$ cat config.mk
export PLATFORM = sky130hd
export DESIGN_NAME = thunderbird_lamp_monitor
export DESIGN_NICKNAME = d
export VERILOG_FILES = /design/src/rtl/thunderbird_pkg.sv /design/src/rtl/thunderbird_pattern_decode.sv /design/src/rtl/thunderbird_lamp_monitor.sv
export SDC_FILE = /design/constraint.sdc
export NUM_CORES = 1
export LEC_CHECK = 0
export BUFFER_PORTS_ARGS = -buffer_cell sky130_fd_sc_hd__buf_2
export CAP_MARGIN = 20
export CORE_MARGIN = 4
export CORE_UTILIZATION = 52
export CTS_CLUSTER_SIZE = 30
export DETAILED_ROUTE_END_ITERATION = 16
export PLACE_DENSITY_LB_ADDON = 0.12
export SLEW_MARGIN = 20
export SYNTH_ARGS = -nofsm -noshare
export SYNTH_HDL_FRONTEND = slang
export SYNTH_SLANG_ARGS = --single-unit
$ cat constraint.sdc
create_clock -name clk -period 2.1 [get_ports clk]
set_input_delay 0.21 -clock clk [delete_from_list [all_inputs] [get_ports clk]]
set_output_delay 0.21 -clock clk [all_outputs]
set_load 0.03 [all_outputs]
$ cat src/rtl/thunderbird_pkg.sv
// -----------------------------------------------------------------------------
// thunderbird_pkg
// Shared types and constants for the Thunderbird tail-light monitor:
//   - state_t   : sequence states plus the decoder-only UNREC code
//   - MODE_*    : 2-bit mode encodings reported on the mode output
//   - PAT_*     : 3-bit lamp patterns (inner to outer, bit 0 = inner lamp)
//   - helpers   : mode/phase extraction and the legal-successor grammar
// -----------------------------------------------------------------------------
package thunderbird_pkg;

   typedef enum logic [3:0] {
      ST_IDLE  = 4'd0,
      ST_L1    = 4'd1,
      ST_L2    = 4'd2,
      ST_L3    = 4'd3,
      ST_R1    = 4'd4,
      ST_R2    = 4'd5,
      ST_R3    = 4'd6,
      ST_HAZ   = 4'd7,
      ST_UNREC = 4'd8
   } state_t;

   localparam logic [1:0] MODE_IDLE  = 2'b00;
   localparam logic [1:0] MODE_LEFT  = 2'b01;
   localparam logic [1:0] MODE_RIGHT = 2'b10;
   localparam logic [1:0] MODE_HAZ   = 2'b11;

   localparam logic [2:0] PAT_OFF = 3'b000;
   localparam logic [2:0] PAT_1   = 3'b001;
   localparam logic [2:0] PAT_2   = 3'b011;
   localparam logic [2:0] PAT_3   = 3'b111;

   // Mode reported for a given sequence state.
   function automatic logic [1:0] mode_of(input state_t s);
      case (s)
         ST_L1, ST_L2, ST_L3: mode_of = MODE_LEFT;
         ST_R1, ST_R2, ST_R3: mode_of = MODE_RIGHT;
         ST_HAZ:              mode_of = MODE_HAZ;
         default:             mode_of = MODE_IDLE;
      endcase
   endfunction

   // Number of lamps lit within a left/right sequence; 0 otherwise.
   function automatic logic [1:0] phase_of(input state_t s);
      case (s)
         ST_L1, ST_R1: phase_of = 2'd1;
         ST_L2, ST_R2: phase_of = 2'd2;
         ST_L3, ST_R3: phase_of = 2'd3;
         default:      phase_of = 2'd0;
      endcase
   endfunction

   // Legal-successor grammar; UNREC is never a legal successor.
   function automatic logic is_legal(input state_t cur, input state_t nxt);
      case (cur)
         ST_IDLE: is_legal = (nxt == ST_IDLE) || (nxt == ST_L1) ||
                             (nxt == ST_R1)   || (nxt == ST_HAZ);
         ST_L1:   is_legal = (nxt == ST_L2);
         ST_L2:   is_legal = (nxt == ST_L3);
         ST_L3:   is_legal = (nxt == ST_IDLE);
         ST_R1:   is_legal = (nxt == ST_R2);
         ST_R2:   is_legal = (nxt == ST_R3);
         ST_R3:   is_legal = (nxt == ST_IDLE);
         ST_HAZ:  is_legal = (nxt == ST_IDLE);
         default: is_legal = 1'b0;
      endcase
   endfunction

endpackage

$ cat src/rtl/thunderbird_pattern_decode.sv
// -----------------------------------------------------------------------------
// thunderbird_pattern_decode
// Purely combinational: classifies the six lamp lines into a sequence state
// code, or ST_UNREC when the combination is not one of the recognised patterns.
// Ports:
//   i_la..i_lc : left lamps, inner to outer
//   i_ra..i_rc : right lamps, inner to outer
//   o_code     : decoded state_t code
// -----------------------------------------------------------------------------
module thunderbird_pattern_decode
   import thunderbird_pkg::*;
(
   input  logic   i_la,
   input  logic   i_lb,
   input  logic   i_lc,
   input  logic   i_ra,
   input  logic   i_rb,
   input  logic   i_rc,
   output state_t o_code
);

   logic [2:0] w_l;
   logic [2:0] w_r;

   assign w_l = {i_lc, i_lb, i_la};
   assign w_r = {i_rc, i_rb, i_ra};

   // Pattern classification; one side must be dark unless both are full (hazard).
   always_comb begin
      o_code = ST_UNREC;
      if ((w_l == PAT_OFF) && (w_r == PAT_OFF)) begin
         o_code = ST_IDLE;
      end else if ((w_l == PAT_3) && (w_r == PAT_3)) begin
         o_code = ST_HAZ;
      end else if (w_r == PAT_OFF) begin
         case (w_l)
            PAT_1:   o_code = ST_L1;
            PAT_2:   o_code = ST_L2;
            PAT_3:   o_code = ST_L3;
            default: o_code = ST_UNREC;
         endcase
      end else if (w_l == PAT_OFF) begin
         case (w_r)
            PAT_1:   o_code = ST_R1;
            PAT_2:   o_code = ST_R2;
            PAT_3:   o_code = ST_R3;
            default: o_code = ST_UNREC;
         endcase
      end else begin
         o_code = ST_UNREC;
      end
   end

endmodule

$ cat src/rtl/thunderbird_lamp_monitor.sv
// -----------------------------------------------------------------------------
// thunderbird_lamp_monitor
// Samples the tail-light lamp lines on each step strobe, tracks the running
// sequence, flags illegal steps and reports completed left/right sequences.
// Ports:
//   clk, reset        : system clock, asynchronous active-high reset
//   step              : one-cycle sample strobe (lamps stable while high)
//   clear             : clears fault and err_count (an illegal step wins)
//   la..lc, ra..rc    : lamp lines, inner to outer
//   mode, phase       : decoded mode and lit-lamp count of current state
//   seq_done, seq_dir : completion pulse and direction of last completion
//   fault_pulse       : one-cycle pulse on an illegal step
//   fault, err_count  : sticky fault flag and saturating illegal-step count
// All outputs are registered.
// -----------------------------------------------------------------------------
module thunderbird_lamp_monitor
   import thunderbird_pkg::*;
#(
   parameter int CNT_W = 8
)(
   input  logic             clk,
   input  logic             reset,
   input  logic             step,
   input  logic             clear,
   input  logic             la,
   input  logic             lb,
   input  logic             lc,
   input  logic             ra,
   input  logic             rb,
   input  logic             rc,
   output logic [1:0]       mode,
   output logic [1:0]       phase,
   output logic             seq_done,
   output logic             seq_dir,
   output logic             fault_pulse,
   output logic             fault,
   output logic [CNT_W-1:0] err_count
);

   localparam logic [CNT_W-1:0] L_CNT_MAX  = {CNT_W{1'b1}};
   localparam logic [CNT_W-1:0] L_CNT_ONE  = CNT_W'(1);
   localparam logic [CNT_W-1:0] L_CNT_ZERO = CNT_W'(0);

   state_t           r_state;
   logic [1:0]       r_mode;
   logic [1:0]       r_phase;
   logic             r_seq_done;
   logic             r_seq_dir;
   logic             r_fault_pulse;
   logic             r_fault;
   logic [CNT_W-1:0] r_err_count;

   state_t           w_code;
   state_t           w_next_state;
   logic             w_illegal;
   logic             w_done;
   logic             w_dir;

   thunderbird_pattern_decode u_decode (
      .i_la   (la),
      .i_lb   (lb),
      .i_lc   (lc),
      .i_ra   (ra),
      .i_rb   (rb),
      .i_rc   (rc),
      .o_code (w_code)
   );

   // Legality check and next-state selection for the current sample.
   always_comb begin
      w_next_state = r_state;
      w_illegal    = 1'b0;
      w_done       = 1'b0;
      w_dir        = r_seq_dir;
      if (step) begin
         if (w_code == ST_UNREC) begin
            // Unrecognised lamps: resync to a known-dark state.
            w_illegal    = 1'b1;
            w_next_state = ST_IDLE;
         end else begin
            // Always follow the lamps, legal or not, so one glitch costs one fault.
            w_illegal    = !is_legal(r_state, w_code);
            w_next_state = w_code;
            if (!w_illegal && (w_code == ST_IDLE) && (r_state == ST_L3)) begin
               w_done = 1'b1;
               w_dir  = 1'b0;
            end else if (!w_illegal && (w_code == ST_IDLE) && (r_state == ST_R3)) begin
               w_done = 1'b1;
               w_dir  = 1'b1;
            end else begin
               w_done = 1'b0;
               w_dir  = r_seq_dir;
            end
         end
      end else begin
         w_next_state = r_state;
         w_illegal    = 1'b0;
      end
   end

   // Sequence FSM with registered mode/phase, pulses, fault flag and counter.
   always_ff @(posedge clk or posedge reset) begin
      if (reset) begin
         r_state       <= ST_IDLE;
         r_mode        <= MODE_IDLE;
         r_phase       <= 2'd0;
         r_seq_done    <= 1'b0;
         r_seq_dir     <= 1'b0;
         r_fault_pulse <= 1'b0;
         r_fault       <= 1'b0;
         r_err_count   <= L_CNT_ZERO;
      end else begin
         r_state       <= w_next_state;
         r_mode        <= mode_of(w_next_state);
         r_phase       <= phase_of(w_next_state);
         r_seq_done    <= w_done;
         r_seq_dir     <= w_dir;
         r_fault_pulse <= w_illegal;
         if (w_illegal) begin
            r_fault <= 1'b1;
            // A simultaneous clear restarts the count at this fault.
            if (clear) begin
               r_err_count <= L_CNT_ONE;
            end else if (r_err_count != L_CNT_MAX) begin
               r_err_count <= r_err_count + L_CNT_ONE;
            end else begin
               r_err_count <= r_err_count;
            end
         end else if (clear) begin
            r_fault     <= 1'b0;
            r_err_count <= L_CNT_ZERO;
         end else begin
            r_fault     <= r_fault;
            r_err_count <= r_err_count;
         end
      end
   end

   assign mode        = r_mode;
   assign phase       = r_phase;
   assign seq_done    = r_seq_done;
   assign seq_dir     = r_seq_dir;
   assign fault_pulse = r_fault_pulse;
   assign fault       = r_fault;
   assign err_count   = r_err_count;

endmodule
==> reports/metrics.csv <==
stage,metric,value,unit
status,status,"finished, final reports clean",
die,coreArea,2040,um2
clock_tree,cts_buffers,3,
yosys,synthCells,120,
yosys,ys_seq_area_share,43.4,%
detailed_routing,dr.pass1.iters,4,
timing,hold_viol,0,
setup_path,crit_type,reg -> reg,
yosys,syn_area,1150,um2
clock_tree,h-tree-depth,1,
global_routing,grt_pass1_wl,4.35,mm
timing,slew-limit-headroom,51.9,%
die,rows,16,
detailed_routing,vias_per_cell,5.88,
timing,rsz0062_at_grt,no,
detailed_routing,drt-initial-drc-count,29,
detailed_routing,drc,0,
global_routing,grt_max_degree,21,
clock_tree,cts_tree,built,
layout,final_nets,166,
die,die_h,55.1,um
setup_path,cp-end-kind,flop,
setup_path,cp-startpoint,r_state[0],
timing,period_share,94.4,%
global_routing,grt_util_all_layers,19.8,%
timing,finalWorstSetupSlack,0.117,ns
detailed_routing,routed_wl,2.69,mm
detailed_routing,ant_nets,0,
setup_path,crit_arrival,2.21,ns
placed_design,place_hpwl,1.95,mm
placed_design,finalWeightedCongestion,0.854,
power_and_ir_drop,peakVddDrop,0.000330,V
setup_path,ff2ff_setup_slack,0.12,ns
clock_tree,cts-root-buf,clkbuf_4,
clock_tree,clkLatencyLatePin,0.30,ns
min_path,hold_path.class,in -> async,
timing,finClkSkew,0.00346,ns
yosys,yosys_register_bits,20,
setup_path,r2r_start,r_state[0],
global_routing,use_met2,31.7,%
detailed_routing,wl_per_cell,14.9,um
die,initial_utilization,56.4,%
clock_tree,clock_sinks,20,
global_routing,grt_util_met1,26.8,%
layout,area_growth,22.9,%
yosys,synth_nets,131,
clock_tree,clk_path_buf_depth,2,
die,io_pins,26,
placed_design,place_ws,-0.214,ns
global_routing,antenna_found_initial,0,
layout,final_area,1420,um2
power_and_ir_drop,p_per_area,533,nW/um2
timing,worst_pin_slew,0.721,ns
clock_tree,cts_setup_buffers,0,
die,dieArea,3030,um2
layout,diodes,0,
yosys,synth_cell_types,46,
power_and_ir_drop,leakage,0.701,nW
timing,slew_violations,0,
layout,fill_cells,177,
yosys,yosysWarnings,0,
global_routing,gr-usage-met3,3.75,%
setup_path,cp_max_fo,14,
global_routing,grt_pass1_vias,1011,
setup_path,cp_data_required_time,2.32,ns
run,drv_cap,0,
die,dieWidth,55.1,um
global_routing,grt-ovfl-total,0,
placed_design,place_area,1370,um2
global_routing,top_usage_layer,met2,
detailed_routing,vias,1058,
yosys,syn_avg_cell_area,9.60,um2
clock_tree,clkSlewWorstSetupHoldPaths,0.11,ns
layout,drive_gt1_share,32.7,%
setup_path,crit_path_start_kind,flop,
setup_path,rr_worst_depth,6,
yosys,ys.flop_type,dfrtp_1,
yosys,synth_edf_count,0,
timing,setup_viol,0,
yosys,async_reset_ff_share,100,%
timing,fmax,504,MHz
placed_design,numPortBuffers,25,
setup_path,r2r-end,err_count[4],
timing,period_needed,1.98,ns
-- layout make-up --
| type | instances | area, um2 | share of cell area, % |
|---|---|---|---|
| Timing Repair Buffer | 33 | 198 | 14.0 |
| Tap cell | 27 | 33.8 | 2.39 |
| Inverter | 7 | 26.3 | 1.86 |
| Multi-Input combinational cell | 90 | 634 | 44.8 |
| Clock buffer | 3 | 22.5 | 1.59 |
| Sequential cell | 20 | 502 | 35.4 |
-- logic make-up (layout without fill, tap and decap cells) --
family	after synthesis	count (layout)	share of synthesized area (%)
compound gates	29	29	19.5
xor+xnor	3	3	2.28
fa+ha+maj	1	1	1.09
buf+inv	10	43	3.91
flops	20	20	43.4
mux	3	3	2.71
simple gates	54	54	27.0
-- synth_stat cells (2+ instances only) --
library cell | instances | area (um2)
o21ai_0 | 2 | 10.0
nor3_1 | 2 | 10.0
nand3_1 | 10 | 50.1
clkbuf_1 | 2 | 7.51
xor2_1 | 2 | 17.5
o21ai_1 | 2 | 10.0
mux2i_1 | 2 | 20.0
nor2_1 | 11 | 41.3
dfrtp_1 | 20 | 500
o31ai_1 | 3 | 22.5
and3_1 | 4 | 25.0
nor2b_1 | 4 | 25.0
or3_1 | 3 | 18.8
inv_1 | 7 | 26.3
or4_1 | 3 | 22.5
nand2_1 | 6 | 22.5
a21oi_1 | 8 | 40.0
-- power by group --
part	switching (mW)	internal, mW
Clock	0.112	0.0668
Sequential	0.0184	0.403
Combinational	0.0988	0.0550
-- layer usage --
layer / vias up / routed length, um
li1: 522 / -
met1: 499 / 1270
met3: 8 / 126
met2: 29 / 1240
met4: 0 / 46
met5: - / 0
-- sequential cells by signal, summed over array words and instances (netlist names) --
signal and flops:
fault_pulse 1, err_count 8, seq_dir 1, seq_done 1
mode 2, fault 1, r_state 4, phase 2
-- layout by cell type, fill, tap and decap left out, types with 2 or more instances in the layout --
cell       n
buf_4      7
buf_2     25
o31ai_1    3
nand2_1    6
clkbuf_4   3
o21ai_1    2
o21ai_0    2
nor2_1    11
a21oi_1    8
nand3_2    2
inv_1      7
nor2b_1    4
or3_1      3
nor3_2     2
and3_1     4
or4_1      3
nand3_1    8
mux2i_1    2
dfrtp_1   19
xor2_1     2
-- how the worst max path moves through the flow --
stage / end / slack [ns] / cells after the start
after global routing: err_count[4] / 0.005 / 7
after detailed placement: err_count[4] / -0.21 / 9
after CTS: err_count[4] / 0.09 / 6
final: err_count[4] / 0.12 / 6
after global placement: err_count[3] / -0.14 / 9
after floorplan: err_count[6] / 0.16 / 8
-- what timing repair did --
| action | CTS | global route |
|---|---|---|
| resized for setup | 0 | 6 |
| hold buffers | 0 | 0 |
| endpoints found under the setup margin | 0 | 3 |
| endpoints found under the hold margin | 0 | 0 |
-- stage by stage --
| step | utilization, % | setup TNS [ns] | cells | power [mW] | hold slack [ns] |
|---|---|---|---|---|---|
| after detailed placement | 66.9 | -0.926 | 177 | 0.577 | 0.374 |
| after global routing | 69.4 | 0 | 180 | 0.791 | 0.0790 |
| after floorplan | - | 0 | 120 | 0.519 | 0.174 |
| after CTS | 68.0 | 0 | 180 | 0.755 | 0.0415 |
| final | 69.4 | 0 | 180 | 0.754 | 0.0102 |
| after global placement | 66.9 | -0.637 | 177 | 0.574 | 0.357 |
-- worst max-delay path, stage by stage, from the launching register on --
cell and delay (ns):
dfrtp_1 0.47, and4b_1 0.25, a31oi_2 0.22, a221oi_4 0.12
buf_12 0.16, or4_1 0.51, a21oi_1 0.18
(Power assumes the default switching activity.)
